--- src/rtl/seven_seg_scan_reader.sv ---
// Receive-side seven-segment monitor: debounces each scan dwell, decodes the
// active-low segment pattern back to a nibble and reports frame completion.
module seven_seg_scan_reader #(
    parameter int DIGITS        = 4,
    parameter int STABLE_CYCLES = 4
) (
    input  logic                  clk,
    input  logic                  rst_n,
    input  logic [DIGITS-1:0]     anodes,
    input  logic [7:0]            segments,
    output logic [4*DIGITS-1:0]   digits_out,
    output logic [DIGITS-1:0]     dps_out,
    output logic [DIGITS-1:0]     digit_valid,
    output logic                  frame_done,
    output logic                  error
);
    localparam int             CW   = $clog2(STABLE_CYCLES + 1);
    localparam int             IW   = DIGITS + 8;
    localparam logic [CW-1:0]  CMAX = CW'(STABLE_CYCLES);

    logic [IW-1:0]          in_q, in_d, sample;
    logic [CW-1:0]          cnt_q, cnt_d;
    logic                   captured_q, captured_d;
    logic [DIGITS-1:0]      mask_q, mask_d;
    logic [4*DIGITS-1:0]    digits_q, digits_d;
    logic [DIGITS-1:0]      dps_q, dps_d;
    logic [DIGITS-1:0]      valid_q, valid_d;
    logic                   frame_q, frame_d;
    logic                   err_q, err_d;

    logic                   accept, one_low, multi_low;
    logic [DIGITS-1:0]      sel;
    logic [4:0]             dec;

    // Returns {match, nibble} for an active-high abc_defg pattern.
    function automatic logic [4:0] seg_decode(input logic [6:0] p);
        case (p)
            7'h7E:   seg_decode = {1'b1, 4'h0};
            7'h30:   seg_decode = {1'b1, 4'h1};
            7'h6D:   seg_decode = {1'b1, 4'h2};
            7'h79:   seg_decode = {1'b1, 4'h3};
            7'h33:   seg_decode = {1'b1, 4'h4};
            7'h5B:   seg_decode = {1'b1, 4'h5};
            7'h5F:   seg_decode = {1'b1, 4'h6};
            7'h70:   seg_decode = {1'b1, 4'h7};
            7'h7F:   seg_decode = {1'b1, 4'h8};
            7'h7B:   seg_decode = {1'b1, 4'h9};
            7'h77:   seg_decode = {1'b1, 4'hA};
            7'h1F:   seg_decode = {1'b1, 4'hB};
            7'h0D:   seg_decode = {1'b1, 4'hC};
            7'h3D:   seg_decode = {1'b1, 4'hD};
            7'h4F:   seg_decode = {1'b1, 4'hE};
            7'h47:   seg_decode = {1'b1, 4'hF};
            default: seg_decode = 5'b0_0000;
        endcase
    endfunction

    assign sample    = {anodes, segments};
    assign sel       = ~in_q[IW-1:8];
    assign multi_low = (sel & (sel - DIGITS'(1))) != '0;
    assign one_low   = (sel != '0) && !multi_low;
    assign accept    = (cnt_q == CMAX) && !captured_q;
    assign dec       = seg_decode(~in_q[6:0]);

    always_comb begin
        in_d       = sample;
        cnt_d      = cnt_q;
        captured_d = captured_q;
        mask_d     = mask_q;
        digits_d   = digits_q;
        dps_d      = dps_q;
        valid_d    = valid_q;
        frame_d    = 1'b0;
        err_d      = 1'b0;

        if (accept) begin
            captured_d = 1'b1;
            if (one_low) begin
                for (int i = 0; i < DIGITS; i++) begin
                    if (sel[i]) begin
                        dps_d[i]   = ~in_q[7];
                        valid_d[i] = dec[4];
                        if (dec[4]) digits_d[4*i +: 4] = dec[3:0];
                    end
                end
                err_d = ~dec[4];
                if ((mask_q | sel) == '1) begin
                    frame_d = 1'b1;
                    mask_d  = '0;
                end else begin
                    mask_d = mask_q | sel;
                end
            end else if (multi_low) begin
                err_d = 1'b1;
            end
        end

        // A changed sample starts a fresh dwell even on an accept edge.
        if (sample != in_q) begin
            cnt_d      = CW'(1);
            captured_d = 1'b0;
        end else if (cnt_q != CMAX) begin
            cnt_d = cnt_q + CW'(1);
        end
    end

    always_ff @(posedge clk) begin
        if (!rst_n) begin
            in_q       <= '1;
            cnt_q      <= '0;
            captured_q <= 1'b0;
            mask_q     <= '0;
            digits_q   <= '0;
            dps_q      <= '0;
            valid_q    <= '0;
            frame_q    <= 1'b0;
            err_q      <= 1'b0;
        end else begin
            in_q       <= in_d;
            cnt_q      <= cnt_d;
            captured_q <= captured_d;
            mask_q     <= mask_d;
            digits_q   <= digits_d;
            dps_q      <= dps_d;
            valid_q    <= valid_d;
            frame_q    <= frame_d;
            err_q      <= err_d;
        end
    end

    assign digits_out  = digits_q;
    assign dps_out     = dps_q;
    assign digit_valid = valid_q;
    assign frame_done  = frame_q;
    assign error       = err_q;
endmodule

--- config.mk ---
export PLATFORM = sky130hd
export DESIGN_NAME = seven_seg_scan_reader
export DESIGN_NICKNAME = d
export VERILOG_FILES = /design/src/rtl/seven_seg_scan_reader.sv
export SDC_FILE = /design/constraint.sdc
export NUM_CORES = 1
export LEC_CHECK = 0
export ABC_AREA = 1
export BUFFER_PORTS_ARGS = -buffer_cell sky130_fd_sc_hd__buf_4
export CELL_PAD_IN_SITES_DETAIL_PLACEMENT = 1
export CELL_PAD_IN_SITES_GLOBAL_PLACEMENT = 1
export CORE_UTILIZATION = 39
export DETAILED_ROUTE_END_ITERATION = 8
export GPL_TIMING_DRIVEN = 0
export PLACE_DENSITY = 0.84
export SLEW_MARGIN = 20
export SYNTH_ARGS = -nofsm -noshare
export SYNTH_HDL_FRONTEND = slang
export SYNTH_SLANG_ARGS = --single-unit
--- constraint.sdc ---
create_clock -name clk -period 2.1 [get_ports clk]
set_input_delay 0.105 -clock clk [delete_from_list [all_inputs] [get_ports clk]]
set_output_delay 0.105 -clock clk [all_outputs]
set_load 0.05 [all_outputs]
==> metrics.yaml <==
yosys:
  synthesis.nets: 329
  syn_inst: 313
  synth_top_family_by_area: "simple AND/OR/NAND/NOR gates"
  yosysWarnings: 0
  avgSynthCellArea_um2: 7.05
  synth_xor_area_share_pct: 3.57
  syn_area_um2: 2210
  ys_seq_area_share_pct: 41.7
  synthAdderAreaFrac_pct: 1.13
  synth_mux_area_share_pct: 0
  yosys.area_share.simple_pct: 35.3
  ys_types: 28
  ys_ff_latch: 46
  synth.area.top_cells: "dfxtp_1 (42%), nand2_1 (13%), nor2_1 (7.1%)"
  yosys.area.top_type_share_pct: 41.7
  synth_compound_gate_area_share_pct: 9.07
  synth_area_leader_cell: "dfxtp_1"
critical_path:
  rrSetupSlack_ps: 340
  crit_type: "reg -> reg"
  required_ps: 2310
  r2r-start: "cnt_q[0]$_SDFFE_PN0P_"
  crit_path_start_kind: "register"
  critPathMaxFanout: 10
  endpoint_kind: "register"
  rr_endpoint: "digits_out[0]$_SDFFE_PN0P_"
  worst_ep_arrival_time_ps: 1970
  reg2reg_depth: 12
sta:
  whs_ps: 6.01
  period_minus_slack_ps: 1760
  skew_ps: 10.5
  fin_crit_sh_pct: 83.8
  setup_viol: 0
  worst_pin_slew_ps: 544
  hold_viol: 0
  fin_ws_ps: 340
  fmax_mhz: 568
  slew_headroom_pct: 63.7
  tns_ps: 0
  final-max-slew-violation-count: 0
  rsz0062_at_grt: "false"
grt:
  grt_pass1_wl_um: 10000
  grt_pass1_vias: 2175
  antenna_found_initial: 0
  grt_usage_pct: 21.4
  grt_max_degree: 15
  grt_overflow_total: 0
placement:
  dp_hpwl_um: 4370
  numPortBuffers: 38
  gp_congestion: 0.857
  pre_cts_ws_ps: 303
worst_hold_path:
  worstHoldStart: "segments[5]"
  hold_path.class: "in -> reg"
  min_to: "in_q[5]$_SDFF_PN1_"
  min_path_cells: 3
floorplan:
  core_area_um2: 5470
  io_pins: 40
  start_util_pct: 40.3
  die_area_um2: 5960
  die_h_um: 77.2
  die_w_um: 77.2
  fp-row-count: 27
cts:
  cts_tree: "built"
  clock-sinks: 46
  numCtsBuffers: 5
  cts.repair.resized: 0
  clockBufferDepth: 2
  cts_setup_buffers: 0
  clockRootBuffer: "clkbuf_8"
  clkLatencyLatePin_ps: 310
  h-tree-depth: 2
  path_clk_slew_ps: 90
detailed_routing:
  avgViaCountPerCell: 4.90
  dr_total_vias: 2147
  ant_nets: 0
  routed_wirelength_um: 5930
  drt_iter0_drc: 53
  first_pass_iters: 4
  wire_per_inst_um: 13.5
  drc: 0
layout:
  layout.nets: 381
  syn_to_final_growth_pct: 25.2
  n_antenna_cell: 0
  layout-drive-gt1-share_pct: 23.5
power_and_ir_drop:
  powerDensity_nw_per_um2: 619
  irDropWorstVdd_uv: 317
  power_w: 0.00171
  cellLeakagePower_nw: 1.34
status:
  status: "finished, final reports clean"
run:
  max-cap-violations: 0
-- layout by cell type, fill, tap and decap left out, types with 5 or more instances in the layout --
master         synthesis  layout
nand2_1               78      78
dfxtp_1               46      46
nor2_1                42      42
buf_4                  4      42
inv_1                 26      26
a21oi_1               25      25
nand3_1               20      20
inv_2                 10      10
or2_2                  7       7
dlygate4sd3_1          0       7
nand2_2                6       6
nor3_1                 6       6
xor2_1                 6       6
nor2_2                 5       5
clkbuf_1               4       5
clkbuf_8               0       5
-- per-stage QoR --
step / instance area [µm²] / std cells / utilization, %
final: 2760 / 438 / 50.5
after global routing: 2760 / 438 / 50.5
after CTS: 2760 / 438 / 50.5
after detailed placement: 2580 / 423 / 47.2
after global placement: 2580 / 423 / 47.2
after floorplan: 2210 / 313 / -
-- what timing repair did --
item,CTS,global route
setup endpoints to repair,0,0
endpoints found under the hold margin,7,0
hold buffers,7,0
-- state kept, by name (all words and copies together), names as in the netlist --
name / flops
digits_out: 16
in_q: 12
digit_valid: 4
dps_out: 4
mask_q: 4
cnt_q: 3
captured_q: 1
error: 1
frame_done: 1
-- final cells by class --
class,instances,area [µm²]
clock buffers,6,72.6
repair buffers,45,355
multi-input cells,221,1080
well taps,72,90.1
flip-flops and latches,46,921
fillers,751,2710
clock inverters,2,37.5
plain buffers,10,67.6
inverters,36,135
-- cell families (layout without fill, tap and decap cells) --
family / Yosys count / count (layout)
compound gates: 37 / 37
xor+xnor: 9 / 9
fa+ha+maj: 2 / 2
buf+inv: 46 / 99
flops: 46 / 46
simple gates: 173 / 173
-- metal layers --
metal	wire length, µm	up-vias	global-route usage, %
li1	-	1080	-
met1	2610	1024	24.7
met2	3030	33	38.3
met3	158	10	3.93
met4	121	0	8.87
met5	0	-	0
-- critical path: stages (launching register included) --
cell	delay, ps
dfxtp_1	320
inv_1	80
ha_1	160
nand2_1	150
nor2_1	140
o21ai_1	100
inv_2	70
nand2_2	100
nor2_2	150
buf_4	190
nand3_1	90
nand2_1	70
nor2_1	40
-- where the power goes --
part / switching (W) / leakage [nW] / internal, W
clock network: 0.000308 / 0.0514 / 0.000355
logic: 0.0000807 / 0.910 / 0.0000612
registers: 0.0000196 / 0.374 / 0.000885
total: 0.000408 / 1.34 / 0.00130
-- worst max path at each step --
stage,cells after the start,startpoint,to
finish,12,cnt_q[0]$_SDFFE_PN0P_,digits_out[0]$_SDFFE_PN0P_
global route,12,cnt_q[0]$_SDFFE_PN0P_,digits_out[1]$_SDFFE_PN0P_
CTS,12,cnt_q[0]$_SDFFE_PN0P_,digits_out[0]$_SDFFE_PN0P_
detailed placement,12,cnt_q[0]$_SDFFE_PN0P_,digits_out[2]$_SDFFE_PN0P_
global placement,12,cnt_q[0]$_SDFFE_PN0P_,digits_out[0]$_SDFFE_PN0P_
floorplan,11,cnt_q[0]$_SDFFE_PN0P_,digits_out[0]$_SDFFE_PN0P_
-- synth_stat cells --
cell type	count
a21oi_1	25
a21oi_2	2
a221oi_1	1
and3_1	1
buf_4	4
buf_6	2
clkbuf_1	4
dfxtp_1	46
ha_1	2
inv_1	26
inv_2	10
nand2_1	78
nand2_2	6
nand3_1	20
nand3_2	1
nand3_4	1
nand4_1	3
nor2_1	42
nor2_2	5
nor2_4	3
nor3_1	6
o21a_1	1
o21ai_0	3
o21ai_1	4
o22ai_1	1
or2_2	7
xnor2_1	3
xor2_1	6
No activity file was read; power rests on OpenSTA's default activity.
